$ cat src/rtl/vic_ext_sync.sv
// vic_ext_sync: external interrupt input conditioning ahead of the vectored
// interrupt controller. Each raw line is synchronised into the clk domain.
// When VIC_EXT_FILTER_EN is defined, a per-line persistence filter also
// rejects glitches. The result is a registered, clean level vector.
//
// Build option:
//   VIC_EXT_FILTER_EN  - defined:   per-line counters and the persistence filter
//                                   are present.
//                        undefined: o_ext follows the synchroniser output, and
//                                   i_filt_len is ignored.
//
// Ports:
//   clk         - block clock
//   rst         - synchronous, active-high reset
//   i_irq_raw   - asynchronous external interrupt lines
//   i_filt_len  - extra consecutive cycles a new level must persist
//                 (quasi-static configuration)
//   o_ext       - conditioned interrupt levels (drives the controller's i_ext)
//   o_change    - one-cycle pulse per bit of o_ext that toggled on this edge
module vic_ext_sync #(
  parameter int unsigned N_IRQ       = 31,
  parameter int unsigned SYNC_STAGES = 2,
  parameter int unsigned FILT_W      = 4
) (
  input  logic              clk,
  input  logic              rst,
  input  logic [N_IRQ-1:0]  i_irq_raw,
  input  logic [FILT_W-1:0] i_filt_len,
  output logic [N_IRQ-1:0]  o_ext,
  output logic [N_IRQ-1:0]  o_change
);

  logic [N_IRQ-1:0] sync_q [SYNC_STAGES];
  logic [N_IRQ-1:0] s;
  logic [N_IRQ-1:0] ext_d;
  logic [N_IRQ-1:0] chg_d;

  always_ff @(posedge clk) begin
    if (rst) begin
      for (int unsigned k = 0; k < SYNC_STAGES; k++) begin
        sync_q[k] <= '0;
      end
    end else begin
      sync_q[0] <= i_irq_raw;
      for (int unsigned k = 1; k < SYNC_STAGES; k++) begin
        sync_q[k] <= sync_q[k-1];
      end
    end
  end

  assign s = sync_q[SYNC_STAGES-1];

`ifdef VIC_EXT_FILTER_EN
  logic [FILT_W-1:0] cnt_q [N_IRQ];
  logic [FILT_W-1:0] cnt_d [N_IRQ];

  // A line's counter runs only while the synchronised level disagrees with
  // the accepted level. The comparison uses the live i_filt_len, so lowering
  // it below a running count accepts the new level on the next edge.
  always_comb begin
    ext_d = o_ext;
    chg_d = '0;
    for (int unsigned i = 0; i < N_IRQ; i++) begin
      cnt_d[i] = '0;
      if (s[i] != o_ext[i]) begin
        if (cnt_q[i] >= i_filt_len) begin
          ext_d[i] = s[i];
          chg_d[i] = 1'b1;
        end else if (cnt_q[i] != '1) begin
          cnt_d[i] = cnt_q[i] + 1'b1;
        end else begin
          cnt_d[i] = cnt_q[i];
        end
      end
    end
  end

  always_ff @(posedge clk) begin
    if (rst) begin
      for (int unsigned i = 0; i < N_IRQ; i++) begin
        cnt_q[i] <= '0;
      end
    end else begin
      for (int unsigned i = 0; i < N_IRQ; i++) begin
        cnt_q[i] <= cnt_d[i];
      end
    end
  end
`else
  logic unused_filt_len;
  assign unused_filt_len = ^i_filt_len;

  always_comb begin
    ext_d = s;
    chg_d = s ^ o_ext;
  end
`endif

  always_ff @(posedge clk) begin
    if (rst) begin
      o_ext    <= '0;
      o_change <= '0;
    end else begin
      o_ext    <= ext_d;
      o_change <= chg_d;
    end
  end

endmodule

$ cat config.mk
export PLATFORM = sky130hd
export DESIGN_NAME = vic_ext_sync
export DESIGN_NICKNAME = d
export VERILOG_FILES = /design/src/rtl/vic_ext_sync.sv
export SDC_FILE = /design/constraint.sdc
export NUM_CORES = 1
export LEC_CHECK = 0
export BUFFER_PORTS_ARGS = -buffer_cell sky130_fd_sc_hd__clkbuf_2
export CAP_MARGIN = 40
export CORE_MARGIN = 5
export CORE_UTILIZATION = 45
export CTS_CLUSTER_DIAMETER = 80
export DETAILED_ROUTE_END_ITERATION = 12
export PLACE_DENSITY = 0.73
export SYNTH_ARGS = -nofsm -noshare
export SYNTH_HDL_FRONTEND = slang
export SYNTH_SLANG_ARGS = --single-unit
export TNS_END_PERCENT = 50
$ cat constraint.sdc
create_clock -name clk -period 0.83 [get_ports clk]
set_clock_uncertainty 0.2 [all_clocks]
set_input_delay 0.083 -clock clk [delete_from_list [all_inputs] [get_ports clk]]
set_output_delay 0.083 -clock clk [all_outputs]
set_load 0.01 [all_outputs]
==> flow_summary.json <==
{
  "rsz0062_at_grt": "yes",
  "reg2reg_depth": 4,
  "avgRoutedWirePerCell_um": 12.78,
  "yosysWarnings": 0,
  "htreeDepth": 4,
  "outcome": "finished, violations left",
  "ant_nets": 0,
  "critPathBufInv": 1,
  "min_period_ns": 1.243,
  "die_y_um": 98.63,
  "drive_gt1_share_pct": 52.42,
  "place_area_um2": 4161,
  "worst_setup_path_end_kind": "primary output",
  "grt_use_total_pct": 15.49,
  "path_clk_slew_ns": 0.05,
  "vias": 2393,
  "antenna_found_initial": 0,
  "setup_viol": 93,
  "slowest_stage": "dfxtp_2",
  "core_um2": 7687,
  "max_cap_viol_count": 0,
  "timing_worst_slew_pin_value_ns": 0.2760,
  "start_util_pct": 45.98,
  "cts-hold-fix-buffers": 31,
  "drc": 0,
  "gp_congestion": 0.7084,
  "violations": "negative hold slack, negative setup slack",
  "cp_max_fo": 2,
  "route.final.wire_length_mm": 7.385,
  "synth.distinct_cells": 6,
  "leakagePower_nw": 2.550,
  "n_fill_cell": 448,
  "instances_no_fill": 578,
  "pin_count": 99,
  "grt_overflow": 0,
  "grt_first_pass_wirelength_mm": 11.73,
  "synth_area_um2": 3535,
  "post-place-ws_ns": -0.04874,
  "dp_cells": 482,
  "min_delay_path_depth": 3,
  "area_delta_synth_final_pct": 66.80,
  "grt_pass1_vias": 2535,
  "required_ns": 0.55,
  "period_share_pct": 149.7,
  "min_path_type": "primary input to register",
  "holdWs_ns": -0.2197,
  "slowest_delay_ns": 0.36,
  "synth_seq_cells": 124,
  "powerDensity_nw_per_um2": 2448,
  "yosys-top-cells-area": "dfxtp_1, nor2b_1, xnor2_1",
  "crit_type": "register to primary output",
  "root_buffer": "clkbuf_8",
  "finalHoldViolCount": 124,
  "dieWidth_um": 98.63,
  "clk-insertion-delay-late_ns": 0.49,
  "path_delay_family": "flip-flops",
  "synth_top_area_share_pct": 70.23,
  "yosys.area.top_type": "dfxtp_1",
  "hpwl_mm": 4.074,
  "synth_sequential_area_ratio_pct": 70.23,
  "arrival_ns": 0.96,
  "path_cells": "buf_8",
  "syn-instance-count": 292,
  "cts_buffers": 17,
  "final_nets": 500,
  "via_per_inst": 4.140,
  "final_max_slew_viol_count": 0,
  "clk_path_buf_depth": 2,
  "cp.depth": 1,
  "final_core_util_pct": 76.69,
  "relSlewSlack_pct": 81.60,
  "dieArea_um2": 9727,
  "max_freq_mhz": 804.8,
  "fin_ws_ns": -0.4126,
  "port_buffers": 94,
  "grt_max_degree": 36,
  "syn-mean-instance-area_um2": 12.10,
  "syn_nets": 329,
  "rows": 32,
  "cts_tree": "built",
  "finalInstanceArea_um2": 5896,
  "clkSinkCount": 124,
  "first_pass_iters": 4,
  "start_kind": "register",
  "drtIter0Drc": 37,
  "peakVddDrop_v": 0.001719
}
==> cell type report <==
type                            instances  area [um^2]  area share, %
Clock buffer                           19        441.7          7.492
Timing Repair Buffer                  165         1436          24.36
Tap cell                              102        127.6          2.165
Clock inverter                         12        146.4          2.483
Antenna cell                            1        2.502        0.04244
Multi-Input combinational cell        155         1192          20.22
Sequential cell                       124         2549          43.23
==> final timing paths <==
check	start	slack (ns)	to
min reg2reg	sync_q[0][23]$_SDFF_PP0_	0.23	sync_q[0][54]$_SDFF_PP0_
max reg2reg	o_ext[27]$_SDFF_PP0_	-0.25	o_change[27]$_SDFF_PP0_
min	rst	-0.22	o_ext[19]$_SDFF_PP0_
max	o_ext[24]$_SDFF_PP0_	-0.41	o_ext[24]
==> synthesized netlist by cell type <==
library cell  count
buf_2             6
buf_4             7
dfxtp_1         124
nor2_1           31
nor2b_1          93
xnor2_1          31
==> what timing repair did <==
action / in CTS / in global routing
setup endpoints to repair: 80 / 99
pin swaps: 19 / 9
cloned: 0 / 0
setup buffers: 26 / 7
hold endpoints to repair: 124 / 124
gates resized for setup: 57 / 120
==> sequential cells by signal, summed over array words and instances, names as in the netlist <==
register and flops:
o_change 31, sync_q 62, o_ext 31
==> metrics by stage <==
step | TNS, ns | power (mW) | hold WS [ns]
2_1_floorplan | -0.2880 | 6.775 | 0.01117
3_3_place_gp | -1.374 | 7.013 | 0.09163
3_5_place_dp | -1.848 | 7.038 | 0.09663
4_1_cts | -28.78 | 14.46 | -0.2466
5_1_grt | -31.06 | 14.97 | -0.2188
6_report | -27.35 | 14.43 | -0.2197
==> layer usage <==
layer  global-route usage (%)  share of wire [%]  routed length, um  vias up
met1                    16.46                 40               2918     1085
li1                         -                  -                  -     1223
met4                    7.878                1.0                 76        0
met5                        0                  0                  0        -
met2                    26.73                 54               3966       79
met3                    5.945                5.7                424        6
==> kinds of logic after synthesis <==
| group | Yosys count | share of synthesized area, % |
|---|---|---|
| xor+xnor | 31 | 7.681 |
| buf+inv | 13 | 2.336 |
| flops | 124 | 70.23 |
| simple gates | 124 | 19.75 |
==> power by group <==
part	leakage [nW]	internal [mW]	total, mW	switching (mW)
registers	1.04	6.22	6.35	0.126
clock network	0.285	4.68	7.13	2.45
logic	1.22	0.609	0.956	0.347
==> worst register-to-register path: cells and delay by family (launching register included) <==
kind | cells | cell delay [ns]
buffers and inverters | 2 | 0.26
flip-flops | 1 | 0.32
AND/OR/NAND/NOR | 1 | 0.06
XOR/XNOR | 1 | 0.13
==> cells in the final DEF (no fill, tap or decap), drive strengths merged <==
cell type and count:
xnor2 31, dlygate4sd3 31, clkinv 6, dfxtp 124, bufinv 3, clkinvlp 3
diode 1, buf 102, clkbuf 51, nor2 31, nor2b 93
(Power assumes the default switching activity.)
